## src/rtl/irq_pkg.sv

```systemverilog
// Shared definitions for the interrupt controller: register map, FSM states,
// and CLAIM readback layout.
package irq_pkg;

    localparam logic [1:0] IRQ_ADDR_PENDING  = 2'd0;
    localparam logic [1:0] IRQ_ADDR_ENABLE   = 2'd1;
    localparam logic [1:0] IRQ_ADDR_CLAIM    = 2'd2;
    localparam logic [1:0] IRQ_ADDR_COMPLETE = 2'd3;

    localparam int unsigned CLAIM_IN_SERVICE_BIT = 31;
    localparam int unsigned CLAIM_IRQ_BIT        = 30;

    typedef enum logic [1:0] {
        IDLE,
        REQUEST,
        IN_SERVICE
    } irq_state_t;

endpackage

```

## src/rtl/irq_prio_enc.sv

```systemverilog
// Combinational priority encoder: reports the lowest set index of req
// (index 0 wins) and whether any bit is set.
module irq_prio_enc #(
    parameter int NUM_SOURCES = 8,
    parameter int ID_W        = (NUM_SOURCES > 1) ? $clog2(NUM_SOURCES) : 1
) (
    input  logic [NUM_SOURCES-1:0] req,
    output logic [ID_W-1:0]        best,
    output logic                   any
);

    // Scan from the top down so the last hit is the lowest index.
    always_comb begin
        best = '0;
        any  = 1'b0;
        for (int unsigned i = NUM_SOURCES; i > 0; i--) begin
            if (req[i-1]) begin
                best = ID_W'(i - 1);
                any  = 1'b1;
            end
        end
    end

endmodule

```

## src/rtl/irq_controller.sv

```systemverilog
// Interrupt controller: edge-latched pending bits, enable mask, prioritized
// request to the CPU and a claim/complete service handshake.
module irq_controller
    import irq_pkg::*;
#(
    parameter int NUM_SOURCES = 8,
    parameter int ID_W        = (NUM_SOURCES > 1) ? $clog2(NUM_SOURCES) : 1
) (
    input  logic                   clk,
    input  logic                   rst,
    input  logic [NUM_SOURCES-1:0] irq_in,
    input  logic                   write,
    input  logic [1:0]             addr,
    input  logic [31:0]            data_in,
    output logic [31:0]            data_out,
    output logic                   irq,
    output logic [ID_W-1:0]        irq_id
);

    logic [NUM_SOURCES-1:0] irq_in_q;
    logic [NUM_SOURCES-1:0] pending;
    logic [NUM_SOURCES-1:0] enable;
    logic [NUM_SOURCES-1:0] ready;
    logic [NUM_SOURCES-1:0] rise;
    logic [NUM_SOURCES-1:0] clr_mask;
    logic [ID_W-1:0]        best;
    logic [ID_W-1:0]        service_id;
    logic                   any;
    logic                   armed;

    logic pending_wr;
    logic enable_wr;
    logic claim_wr;
    logic complete_wr;
    logic claim_ok;
    logic complete_ok;
    logic in_service;

    irq_state_t state;
    irq_state_t state_next;

    // Only the low NUM_SOURCES bits carry data; the rest are don't-care.
    logic unused_data;
    assign unused_data = ^data_in;

    assign pending_wr  = write && (addr == IRQ_ADDR_PENDING);
    assign enable_wr   = write && (addr == IRQ_ADDR_ENABLE);
    assign claim_wr    = write && (addr == IRQ_ADDR_CLAIM);
    assign complete_wr = write && (addr == IRQ_ADDR_COMPLETE);

    assign ready = pending & enable;

    // armed stays low for the first cycle after reset so a line that is
    // already high only primes irq_in_q and does not count as an edge.
    assign rise = irq_in & ~irq_in_q & {NUM_SOURCES{armed}};

    irq_prio_enc #(
        .NUM_SOURCES(NUM_SOURCES),
        .ID_W       (ID_W)
    ) u_prio_enc (
        .req (ready),
        .best(best),
        .any (any)
    );

    always_ff @(posedge clk) begin
        if (rst) begin
            irq_in_q <= '0;
            armed    <= 1'b0;
        end else begin
            irq_in_q <= irq_in;
            armed    <= 1'b1;
        end
    end

    always_comb begin
        clr_mask = '0;
        if (pending_wr) begin
            clr_mask = data_in[NUM_SOURCES-1:0];
        end
        if (claim_ok) begin
            clr_mask[best] = 1'b1;
        end
    end

    // A new edge overrides any clear landing on the same bit.
    always_ff @(posedge clk) begin
        if (rst) begin
            pending    <= '0;
            enable     <= '0;
            service_id <= '0;
        end else begin
            pending <= (pending & ~clr_mask) | rise;
            if (enable_wr) begin
                enable <= data_in[NUM_SOURCES-1:0];
            end
            if (claim_ok) begin
                service_id <= best;
            end
        end
    end

    always_ff @(posedge clk) begin
        if (rst) begin
            state <= IDLE;
        end else begin
            state <= state_next;
        end
    end

    always_comb begin
        state_next = state;
        case (state)
            IDLE: begin
                if (any) begin
                    state_next = REQUEST;
                end
            end
            REQUEST: begin
                if (claim_ok) begin
                    state_next = IN_SERVICE;
                end else if (!any) begin
                    state_next = IDLE;
                end
            end
            IN_SERVICE: begin
                if (complete_ok) begin
                    state_next = IDLE;
                end
            end
            default: state_next = IDLE;
        endcase
    end

    // A claim is only honoured while something is still ready to hand out.
    always_comb begin
        claim_ok    = (state == REQUEST) && any && claim_wr;
        complete_ok = (state == IN_SERVICE) && complete_wr;
        in_service  = (state == IN_SERVICE);
    end

    always_ff @(posedge clk) begin
        if (rst) begin
            irq    <= 1'b0;
            irq_id <= '0;
        end else begin
            irq    <= (state_next == REQUEST);
            irq_id <= (state_next == REQUEST) ? best : '0;
        end
    end

    always_comb begin
        data_out = '0;
        case (addr)
            IRQ_ADDR_PENDING: data_out[NUM_SOURCES-1:0] = pending;
            IRQ_ADDR_ENABLE:  data_out[NUM_SOURCES-1:0] = enable;
            IRQ_ADDR_CLAIM: begin
                data_out[CLAIM_IN_SERVICE_BIT] = in_service;
                data_out[CLAIM_IRQ_BIT]        = irq;
                data_out[ID_W-1:0]             = service_id;
            end
            default: data_out = '0;
        endcase
    end

endmodule

```

## config.mk

```make
export PLATFORM = sky130hd
export DESIGN_NAME = irq_controller
export DESIGN_NICKNAME = d
export VERILOG_FILES = /design/src/rtl/irq_pkg.sv /design/src/rtl/irq_prio_enc.sv /design/src/rtl/irq_controller.sv
export SDC_FILE = /design/constraint.sdc
export NUM_CORES = 1
export LEC_CHECK = 0
export ABC_AREA = 1
export CORE_ASPECT_RATIO = 1.4
export CORE_MARGIN = 5
export CORE_UTILIZATION = 37
export CTS_CLUSTER_DIAMETER = 200
export CTS_CLUSTER_SIZE = 16
export DETAILED_ROUTE_END_ITERATION = 16
export PLACE_DENSITY = 0.74
export SLEW_MARGIN = 20
export SYNTH_ARGS = -nofsm -noshare
export SYNTH_HDL_FRONTEND = slang
export SYNTH_SLANG_ARGS = --single-unit
```

## constraint.sdc

```tcl
create_clock -name clk -period 1.3 [get_ports clk]
set_clock_uncertainty 0.05 [all_clocks]
set_input_delay 0.26 -clock clk [delete_from_list [all_inputs] [get_ports clk]]
set_output_delay 0.26 -clock clk [all_outputs]
set_load 0.03 [all_outputs]
```

==> metrics.md <==
| Metric | Value |
|---|---|
| Critical-path top delay cell | dfxtp_2 |
| Dpl hpwl | between 3000 and 4000 µm |
| Synth area leader | dfxtp_1 |
| Top Ports | 81 |
| Port Buf Inserts | 34 |
| Total Routing Usage GR | 0.1479 |
| Cell area after layout | 2492 µm² |
| Skew-Pair Late Insertion Delay | between 0.2 and 0.3 ns |
| Leak | ~0.0012 µW |
| Delay of the slowest cell on the worst path | 0.35 ns |
| Final Cycle Share | 1.082 |
| Yosys top cell area share | 0.3962 |
| Clock Sinks | 34 |
| # rows | 29 |
| Final Hold Viols | 0 |
| CTS tree | built |
| Design Power | ~2400 µW |
| Seq/Total Area, Yosys | 0.3962 |
| Most common cell in the synthesized netlist | nand2_1 |
| Yosys reg bits | 34 |
| H-tree Lvls | 2 |
| Placed insts | between 300 and 400 |
| Largest net degree at the start of global routing | 12 |
| Post-route DRC | 0 |
| Final Setup Violations | 10 |
| Async SR Flop Fraction | 0 |
| Bufs on Longest Clock Path | 2 |
| Via count | ~1700 |
| Detailed-router iteration count before antenna repair | 4 |
| Area Growth Syn to Fin | 45.08% |
| Worst Setup Path Type | reg -> out |
| CTS root buf | clkbuf_8 |
| RSZ-0062 raised after global routing | true |
| Crit path max fanout | 2 |
| Hold bufs inserted after CTS | 0 |
| Worst setup EP type | output pin |
| # diodes | 0 |
| Worst Path Required | 0.99 ns |
| WL/cell | about 11 µm |
| CP arrival | roughly 1.1 ns |
| Synthesized cell area | approximately 1700 µm² |
| WP buf/inv | 2 |
| Max-slew violation count | 0 |
| Crit path max-delay family | flip-flops |
| Post-synth top cells | nand2_1 (72), inv_1 (37), dfxtp_1 (34), nor2_1 (23), buf_4 (22) |
| Mean Syn Cell Area | 6.711 µm² |
| DR iter-0 viols | between 50 and 60 |
| CP Launch Type | flip-flop |
| CTS buffer count | 5 |
| Post-synth EDFFs | 0 |
| Power Dens Cells | just under 1000 nW/µm² |
| FMAX | between 700 and 800 MHz |
| Reg clk slew, reported paths | roughly 0.070 ns |
| Overflow after GRT | 0 |
| Vias in the first global route | roughly 1700 |
| Post-DP Area | 2213 µm² |
| Status | finished with violations |
| Drt via density | about 4.4 |
| Die H | about 91 µm |
| PnR worst setup slack | -0.1067 ns |
| Cell variety after synth | 22 |
| Fin crit period | about 1.4 ns |
| Max IR drop VDD | 0.0007064 V |
| Routed WL | 4313 µm |
| Most area-consuming cells after synthesis | dfxtp_1 (40%), nand2_1 (16%), buf_4 (9.6%) |
| # Max-Cap Violations | 0 |
| Worst Hold Class | in -> reg |
| Final GP Congestion | about 0.87 |
| Final hold slack | between 0.3 and 0.4 ns |
| Die area | roughly 6100 µm² |
| Core ar. | 4536 µm² |
| Failing checks | setup timing |
| Die width | ~68 µm |
| Cell Chain, Critical Path | buf_6, nand2_2, o211ai_1, buf_4 |
| Final nets | approximately 370 |
| Routed Antenna Nets | 0 |
| Synth Instances | between 200 and 300 |
| Syn. warnings | 0 |
| Initial antenna violation count | 0 |
| Ys flop type | dfxtp_1 |
| Layout Cells excl Fill | ~390 |
| Layout cell share with drive strength beyond 1 | 0.3815 |
| First-pass GRT wire length | around 7000 µm |
| Starting Density | 0.3788 |
==> tightest hold or removal path: stages <==
cell and delay (ns):
buf_4 0.11, buf_4 0.11, a311o_1 0.16, a21oi_1 0.05
==> metrics by stage <==
stage          TNS, ns    util  setup slack (ns)
2_1_floorplan  -0.6863       -           -0.1373
3_3_place_gp    -12.61  0.4880           -0.5039
3_5_place_dp    -13.72  0.4880           -0.5294
4_1_cts        -0.4482  0.5272           -0.1069
5_1_grt         -1.828  0.5495           -0.1572
6_report       -0.4738  0.5495           -0.1067
==> worst paths after layout <==
check                                   end  cells past startpoint  slack, ns  startpoint
worst max-delay path            data_out[2]                      4      -0.11  pending[2]
worst min-delay path               state[1]                      4       0.40     addr[0]
worst max register to register   pending[5]                     10      -0.06  pending[3]
worst min register to register    enable[1]                      2       0.41   enable[1]
==> flip-flops by register name, summed over array words and instances, names as in the netlist <==
register / count
irq: 1
armed: 1
irq_in_q: 8
service_id: 3
pending: 8
enable: 8
irq_id: 3
state: 2
==> repair_timing <==
action                                 4_1_cts  5_1_grt
setup buffers                                5        3
setup endpoints to repair                   25       22
pin swaps                                   14        9
resized for setup                           52       31
endpoints found under the hold margin        0        0
==> metal layers <==
metal / GRT usage / share of wire
met1: 0.1529 / 0.39
met2: 0.2656 / 0.51
met3: 0.03611 / 0.067
met4: 0.06937 / 0.028
met5: 0 / 0
==> cell families after synthesis <==
logic type	count (synthesis)	synth area share
and+or+nand+nor	116	0.2870
AOI/OAI and AO/OA	39	0.1209
DFF	34	0.3962
other	1	0.002183
buffers and inverters	66	0.1937
==> cell usage in the layout (no fill, tap or decap), types with 2 or more instances in the layout <==
cell             synthesis  final
nand2_1                 72     55
inv_2                    2      9
inv_4                    0      2
inv_1                   37     28
dfxtp_1                 34     18
nand2_4                  0      2
o21ai_0                 15      8
nor2_1                  23     18
clkdlybuf4s50_1          0     17
conb_1                   1     22
dfxtp_2                  0     16
nand2_2                  6     20
clkbuf_8                 0      6
a21oi_1                 20     16
buf_6                    0      7
o211ai_1                 3      3
nor2_2                   5      7
buf_4                   22     41
nor2_4                   1      4
a21oi_2                  0      4
o21ai_1                  0      7
nand3_1                  5      5
==> report_power, final <==
| part | leakage (µW) | switching [µW] | total (µW) | internal [µW] |
|---|---|---|---|---|
| combinational | 0.000857 | 285 | 478 | 193 |
| sequential | 0.000286 | 31.0 | 1130 | 1100 |
| clock | 0.0000472 | 391 | 816 | 425 |
==> final cells by class <==
class,count,area (µm²)
Sequential cell,34,700.7
Inverter,39,151.4
Tap cell,62,77.57
Clock buffer,6,82.58
Clock inverter,2,12.51
Multi-Input combinational cell,177,897.1
Fill cell,452,2043
Timing Repair Buffer,67,570.5
(Power assumes the default switching activity.)
